### src/rtl/reorder_buffer_cdb_if.sv
// Purpose: bundles dispatch, CDB and commit signals between the core and the reorder buffer.
// Latency: none, this is wiring only; timing belongs to the buffer itself.
// Backpressure: dispatch is throttled by allocAccept; the CDB and commit sides cannot be stalled.
interface reorder_buffer_cdb_if #(
  parameter int WIDTH = 31,
  parameter int ROB   = 2
);
  // CDB broadcast from the arbiter (registered on its side)
  logic           cdbValid;
  logic [ROB:0]   cdbRobEntry;
  logic [WIDTH:0] cdbResult;
  logic           cdbIsControl;
  logic [WIDTH:0] cdbTargetAddress;

  // Dispatch allocation request and response
  logic           allocReq;
  logic [4:0]     allocDestReg;
  logic           allocIsControl;
  logic [WIDTH:0] allocPredTarget;
  logic           allocAccept;
  logic [ROB:0]   allocRob;
  logic           full;
  logic           empty;

  // Retirement towards the register file and fetch redirect
  logic           commitValid;
  logic [ROB:0]   commitRob;
  logic [4:0]     commitDestReg;
  logic [WIDTH:0] commitValue;
  logic           commitWe;
  logic           flush;
  logic [WIDTH:0] redirectAddress;

  // Core side: drives dispatch and CDB, observes retirement
  modport master (
    output cdbValid, cdbRobEntry, cdbResult, cdbIsControl, cdbTargetAddress,
    output allocReq, allocDestReg, allocIsControl, allocPredTarget,
    input  allocAccept, allocRob, full, empty,
    input  commitValid, commitRob, commitDestReg, commitValue, commitWe,
    input  flush, redirectAddress
  );

  // Reorder buffer side
  modport slave (
    input  cdbValid, cdbRobEntry, cdbResult, cdbIsControl, cdbTargetAddress,
    input  allocReq, allocDestReg, allocIsControl, allocPredTarget,
    output allocAccept, allocRob, full, empty,
    output commitValid, commitRob, commitDestReg, commitValue, commitWe,
    output flush, redirectAddress
  );
endinterface

### src/rtl/reorder_buffer_cdb.sv
// Purpose: in-order commit buffer that consumes CDB broadcasts and retires one entry per cycle.
// Latency: CDB at edge E marks ready; commit outputs register at E+1 at the earliest.
// Backpressure: allocAccept drops when full (before same-cycle commit) or while a flush is taken.
module reorder_buffer_cdb #(
  parameter int WIDTH = 31,
  parameter int ROB   = 2
) (
  input  logic                 clk,
  input  logic                 resetN,
  reorder_buffer_cdb_if.slave  bus
);

  localparam int DEPTH = 2 ** (ROB + 1);
  localparam int CW    = ROB + 2;

  typedef logic [ROB:0] tag_t;

  // Control state, cleared by reset and by flush
  logic [DEPTH-1:0] busy;
  logic [DEPTH-1:0] ready;
  logic [DEPTH-1:0] mispredict;
  tag_t             head;
  tag_t             tail;
  logic [CW-1:0]    count;

  // Payload state; only meaningful while the matching busy bit is set
  logic [DEPTH-1:0] is_control;
  logic [4:0]       dest_reg [DEPTH];
  logic [WIDTH:0]   value    [DEPTH];
  logic [WIDTH:0]   target   [DEPTH];

  logic full_now;
  logic empty_now;
  logic head_done;
  logic commit_now;
  logic flush_now;
  logic alloc_accept;
  logic cdb_hit;
  logic cdb_ctrl_match;
  tag_t cdb_tag;

  assign cdb_tag = bus.cdbRobEntry;

  // Head retirement decision, allocation gate and CDB acceptance, all from registered state
  always_comb begin
    full_now       = (count == CW'(DEPTH));
    empty_now      = (count == '0);
    head_done      = busy[head] & ready[head];
    commit_now     = head_done & ~mispredict[head];
    flush_now      = head_done & mispredict[head];
    alloc_accept   = bus.allocReq & ~full_now & ~flush_now;
    cdb_hit        = bus.cdbValid & busy[cdb_tag] & ~flush_now;
    cdb_ctrl_match = cdb_hit & is_control[cdb_tag] & bus.cdbIsControl;
  end

  assign bus.allocAccept = alloc_accept;
  assign bus.allocRob    = tail;
  assign bus.full        = full_now;
  assign bus.empty       = empty_now;

  // Pointers, per-entry status bits and registered commit/flush outputs
  always_ff @(posedge clk or negedge resetN) begin
    if (!resetN) begin
      busy                <= '0;
      ready               <= '0;
      mispredict          <= '0;
      head                <= '0;
      tail                <= '0;
      count               <= '0;
      bus.commitValid     <= 1'b0;
      bus.commitRob       <= '0;
      bus.commitDestReg   <= '0;
      bus.commitValue     <= '0;
      bus.commitWe        <= 1'b0;
      bus.flush           <= 1'b0;
      bus.redirectAddress <= '0;
    end else if (flush_now) begin
      // The mispredicted head still retires its link value, then everything younger is dropped
      bus.commitValid     <= 1'b1;
      bus.commitRob       <= head;
      bus.commitDestReg   <= dest_reg[head];
      bus.commitValue     <= value[head];
      bus.commitWe        <= (dest_reg[head] != 5'd0);
      bus.flush           <= 1'b1;
      bus.redirectAddress <= target[head];
      busy                <= '0;
      ready               <= '0;
      mispredict          <= '0;
      head                <= '0;
      tail                <= '0;
      count               <= '0;
    end else begin
      bus.flush       <= 1'b0;
      bus.commitValid <= commit_now;
      bus.commitWe    <= commit_now & (dest_reg[head] != 5'd0);
      if (commit_now) begin
        bus.commitRob     <= head;
        bus.commitDestReg <= dest_reg[head];
        bus.commitValue   <= value[head];
        busy[head]        <= 1'b0;
        head              <= head + tag_t'(1);
      end
      // A control result only flags a mispredict when both sides agree it is control flow
      if (cdb_hit) begin
        ready[cdb_tag] <= 1'b1;
        if (cdb_ctrl_match) begin
          mispredict[cdb_tag] <= (bus.cdbTargetAddress != target[cdb_tag]);
        end
      end
      // The tail slot is never busy when accepted, so it cannot collide with the CDB or head
      if (alloc_accept) begin
        busy[tail]       <= 1'b1;
        ready[tail]      <= 1'b0;
        mispredict[tail] <= 1'b0;
        tail             <= tail + tag_t'(1);
      end
      count <= count + CW'(alloc_accept) - CW'(commit_now);
    end
  end

  // Payload capture; the resolved target overwrites the predicted one so it can drive redirect
  always_ff @(posedge clk) begin
    if (cdb_hit) begin
      value[cdb_tag] <= bus.cdbResult;
      if (cdb_ctrl_match) begin
        target[cdb_tag] <= bus.cdbTargetAddress;
      end
    end
    if (alloc_accept) begin
      is_control[tail] <= bus.allocIsControl;
      dest_reg[tail]   <= bus.allocDestReg;
      target[tail]     <= bus.allocPredTarget;
    end
  end

endmodule

### src/flat_wrapper.sv
// flat-port wrapper written by rule: the top's interface ports become plain ports
module reorder_buffer_cdb_flat 
#(
  parameter int WIDTH = 31,
  parameter int ROB   = 2
)
  (clk, resetN, bus_cdbValid, bus_cdbRobEntry, bus_cdbResult, bus_cdbIsControl, bus_cdbTargetAddress, bus_allocReq, bus_allocDestReg, bus_allocIsControl, bus_allocPredTarget, bus_allocAccept, bus_allocRob, bus_full, bus_empty, bus_commitValid, bus_commitRob, bus_commitDestReg, bus_commitValue, bus_commitWe, bus_flush, bus_redirectAddress);
  reorder_buffer_cdb_if #(.WIDTH(WIDTH), .ROB(ROB)) bus_i ();
  input  logic clk;
  input  logic resetN;
  input wire logic [$bits(bus_i.cdbValid)-1:0] bus_cdbValid;
  input wire logic [$bits(bus_i.cdbRobEntry)-1:0] bus_cdbRobEntry;
  input wire logic [$bits(bus_i.cdbResult)-1:0] bus_cdbResult;
  input wire logic [$bits(bus_i.cdbIsControl)-1:0] bus_cdbIsControl;
  input wire logic [$bits(bus_i.cdbTargetAddress)-1:0] bus_cdbTargetAddress;
  input wire logic [$bits(bus_i.allocReq)-1:0] bus_allocReq;
  input wire logic [$bits(bus_i.allocDestReg)-1:0] bus_allocDestReg;
  input wire logic [$bits(bus_i.allocIsControl)-1:0] bus_allocIsControl;
  input wire logic [$bits(bus_i.allocPredTarget)-1:0] bus_allocPredTarget;
  output wire logic [$bits(bus_i.allocAccept)-1:0] bus_allocAccept;
  output wire logic [$bits(bus_i.allocRob)-1:0] bus_allocRob;
  output wire logic [$bits(bus_i.full)-1:0] bus_full;
  output wire logic [$bits(bus_i.empty)-1:0] bus_empty;
  output wire logic [$bits(bus_i.commitValid)-1:0] bus_commitValid;
  output wire logic [$bits(bus_i.commitRob)-1:0] bus_commitRob;
  output wire logic [$bits(bus_i.commitDestReg)-1:0] bus_commitDestReg;
  output wire logic [$bits(bus_i.commitValue)-1:0] bus_commitValue;
  output wire logic [$bits(bus_i.commitWe)-1:0] bus_commitWe;
  output wire logic [$bits(bus_i.flush)-1:0] bus_flush;
  output wire logic [$bits(bus_i.redirectAddress)-1:0] bus_redirectAddress;
  assign bus_i.cdbValid = bus_cdbValid;
  assign bus_i.cdbRobEntry = bus_cdbRobEntry;
  assign bus_i.cdbResult = bus_cdbResult;
  assign bus_i.cdbIsControl = bus_cdbIsControl;
  assign bus_i.cdbTargetAddress = bus_cdbTargetAddress;
  assign bus_i.allocReq = bus_allocReq;
  assign bus_i.allocDestReg = bus_allocDestReg;
  assign bus_i.allocIsControl = bus_allocIsControl;
  assign bus_i.allocPredTarget = bus_allocPredTarget;
  assign bus_allocAccept = bus_i.allocAccept;
  assign bus_allocRob = bus_i.allocRob;
  assign bus_full = bus_i.full;
  assign bus_empty = bus_i.empty;
  assign bus_commitValid = bus_i.commitValid;
  assign bus_commitRob = bus_i.commitRob;
  assign bus_commitDestReg = bus_i.commitDestReg;
  assign bus_commitValue = bus_i.commitValue;
  assign bus_commitWe = bus_i.commitWe;
  assign bus_flush = bus_i.flush;
  assign bus_redirectAddress = bus_i.redirectAddress;
  reorder_buffer_cdb #(.WIDTH(WIDTH), .ROB(ROB)) u_core (.clk(clk), .resetN(resetN), .bus(bus_i));
endmodule
### config.mk
export PLATFORM = sky130hd
export DESIGN_NAME = reorder_buffer_cdb_flat
export DESIGN_NICKNAME = d
export VERILOG_FILES = /design/src/rtl/reorder_buffer_cdb_if.sv /design/src/rtl/reorder_buffer_cdb.sv /design/src/flat_wrapper.sv
export SDC_FILE = /design/constraint.sdc
export NUM_CORES = 1
export LEC_CHECK = 0
export CAP_MARGIN = 20
export CORE_ASPECT_RATIO = 0.5
export CORE_MARGIN = 2
export CORE_UTILIZATION = 35
export DETAILED_ROUTE_END_ITERATION = 12
export PLACE_DENSITY = 0.51
export SLEW_MARGIN = 10
export SYNTH_ARGS = -nofsm -noshare
export SYNTH_HDL_FRONTEND = slang
export SYNTH_SLANG_ARGS = --single-unit
### constraint.sdc
create_clock -name clk -period 3.8 [get_ports clk]
set_input_delay 0.57 -clock clk [delete_from_list [all_inputs] [get_ports clk]]
set_output_delay 0.57 -clock clk [all_outputs]
set_load 0.02 [all_outputs]
==> impl_metrics.yaml <==
die:
  ios: 191
  die-width_um: 419.2
  core_mm2: 0.08568
  fp.dieH_um: 211.6
  start_util_pct: 35.21
  dieArea_mm2: 0.08869
  rows: 76
synth:
  netlist_instances: 2172
  synth_cell_type_count: 59
  ys_async_sr_fraction_pct: 16.29
  yosysTopAreaCellShare_pct: 55.75
  synth_edf_count: 560
  post-synth-top-count-cell: "edfxtp_1"
  syn_nets: 2291
  synth_area_leaders: "edfxtp_1, dfrtp_1, mux2_2"
  synth_seq_area_share_pct: 64.79
  synth_flop_cell: "edfxtp_1"
  synthTopCellsByCount: "edfxtp_1, nand2_1, a22oi_1"
  yosys.area.top_type: "edfxtp_1"
  syn_area_mm2: 0.03017
  yosysWarnings: 0
  synth_area_per_cell_um2: 13.89
  synth-seq-cells: 669
pwr:
  power_density_mw_per_mm2: 421.2
  ir_drop_mv: 0.3037
  leakage_nw: 12.97
critical_path:
  reg2reg_to: "u_core.target[7][29]"
  crit_path_end_kind: "primary output"
  critPathArrivalTime_ns: 2.84
  critPathKind: "flop to primary output"
  worst-endpoint-required_ns: 3.23
  r2r_slack_ns: 0.57
  cp_max_fo: 9
  r2r-start: "u_core.head[2]"
  cp-start-kind: "flop"
  r2r_cells: 10
sta:
  period_minus_slack_ns: 3.407
  hold_violations: 0
  slew_violations: 0
  worst_pin_slew_ns: 0.9871
  skew_ns: 0.04169
  clock.fmax_mhz: 293.5
  tns_ns: 0
  rsz0062_at_grt: "no"
  period_share_pct: 89.67
  holdWs_ns: 0.4178
  relSlewSlack_pct: 34.19
  setup_violations: 0
clock_tree:
  clock-sinks: 669
  cts_tree: "built"
  clk_latency_ns: 0.68
  cts_max_level: 3
  cts_root_buffer: "clkbuf_16"
  cts_buffers: 67
  cts_buffer_depth: 3
  clkSlewWorstSetupHoldPaths_ns: 0.06
min_path:
  hp-class: "primary input to asynchronous set/reset pin"
route:
  vias: 20160
  avgViaCountPerCell: 5.579
  drt_iter0_drc: 1742
  drc: 0
  drt_pass1_iterations: 6
  ant_nets: 0
  routed_wl_um: 98770
  wl_per_cell_um: 27.33
global_routing:
  overflow: 0
  grt_pass1_vias: 20460
  grt_first_pass_wirelength_um: 143300
  grt_max_degree: 54
  grtUsageTotal_pct: 22.19
  antenna_found_initial: 2
place:
  dp_hpwl_um: 61650
  gp_congestion: 0.8456
  port_buffers: 190
final_layout:
  area_growth_pct: 21.19
  layout.nets: 2508
  final_layout_size_suffix_gt1_share_pct: 17.56
  fillCellCount: 7845
job:
  maxCapViolCount: 0
run_status:
  outcome: "finished, final reports clean"
-- per-stage QoR --
| stage | total power (W) | cell area, um^2 | std cells | utilization, % | setup slack, ns |
|---|---|---|---|---|---|
| after global routing | 0.01584 | 36560 | 3614 | 42.67 | 0.2551 |
| after detailed placement | 0.008859 | 34320 | 3486 | 40.06 | 0.05623 |
| final | 0.01540 | 36560 | 3614 | 42.67 | 0.3927 |
| after CTS | 0.01554 | 36550 | 3613 | 42.66 | 0.01524 |
| after floorplan | 0.008475 | 30170 | 2172 | - | 0.2469 |
| after global placement | 0.008852 | 34320 | 3486 | 40.06 | 0.02699 |
-- layer usage --
layer / up-vias / part of all wire (%) / GRT usage [%]
met5: - / 0 / 0
met2: 745 / 48 / 36.27
met3: 173 / 5.6 / 3.336
met4: 0 / 2.6 / 7.096
met1: 10380 / 44 / 30.41
li1: 8863 / - / -
-- worst max-delay path by stage --
stage                                       to               start  depth (start not counted)  slack [ns]
after floorplan             u_core.value[0][0]  bus_cdbRobEntry[0]                          9        0.25
after global placement    u_core.mispredict[1]  bus_cdbRobEntry[2]                         11        0.03
after detailed placement  u_core.mispredict[7]  bus_cdbRobEntry[2]                         11        0.06
after CTS                      bus_allocAccept      u_core.head[2]                          8        0.02
after global routing           bus_allocAccept      u_core.head[2]                          8        0.26
final                          bus_allocAccept      u_core.head[2]                          8        0.39
-- area by class of cell --
type	instances	area (um^2)	area share, %
Sequential cell	669	19550	53.46
Multi-Input combinational cell	1303	9869	27.00
Timing Repair Buffer	324	3416	9.344
Clock buffer	90	1813	4.959
Tap cell	1170	1464	4.004
Clock inverter	33	352.8	0.9652
Inverter	24	95.09	0.2601
Antenna cell	1	2.502	0.006845
-- cell families after synthesis --
logic type	Yosys count	share of synthesized area [%]
buf+inv	200	3.011
flops	669	64.79
compound gates	426	11.06
mux	331	12.52
simple gates	501	7.176
xor+xnor	36	1.045
fa+ha+maj	9	0.3982
-- cells in the final DEF, fill, tap and decap left out, types with 8 or more instances in the layout --
master	netlist	final
nand2b_1	9	9
nor4_1	14	14
a221oi_1	93	93
o31a_1	8	8
nor2_1	71	61
buf_12	0	40
clkinv_1	4	12
a21oi_1	12	12
edfxtp_1	560	560
xor2_1	23	23
xnor2_1	13	13
dfrtp_1	109	108
a31oi_1	37	36
o22ai_1	22	22
mux2i_1	78	78
mux4_2	13	13
nand4_1	35	35
ha_1	8	8
buf_4	7	93
inv_1	15	15
a22o_1	70	70
clkbuf_16	0	67
o21ai_0	9	9
nor2_4	1	11
clkinv_2	0	9
nand2_1	331	324
mux2_1	112	112
clkbuf_1	111	18
mux2_2	128	128
clkdlybuf4s50_1	0	187
a22oi_1	149	149
-- critical path, cell delays in order (launching register included) --
cell            delay (ns)
dfrtp_2               0.45
buf_4                 0.21
nand2_1               0.07
mux4_2                0.53
a311oi_4              0.33
o21ai_4               0.13
inv_4                 0.15
nor2_1                0.10
dlymetal6s2s_1        0.21
-- repair_timing --
item | 4_1_cts | 5_1_grt
endpoints found under the hold margin | 38 | 0
endpoints found under the setup margin | 1 | 1
hold buffers | 1 | 0
setup buffers | 3 | 0
resized for setup | 2 | 2
-- report_power, final --
group	internal [W]	switching [W]	leakage (nW)
Combinational	0.000315	0.000409	5.38
Clock	0.00363	0.00306	1.05
Sequential	0.00797	0.0000117	6.54
Power figures use the tool's default switching activity.
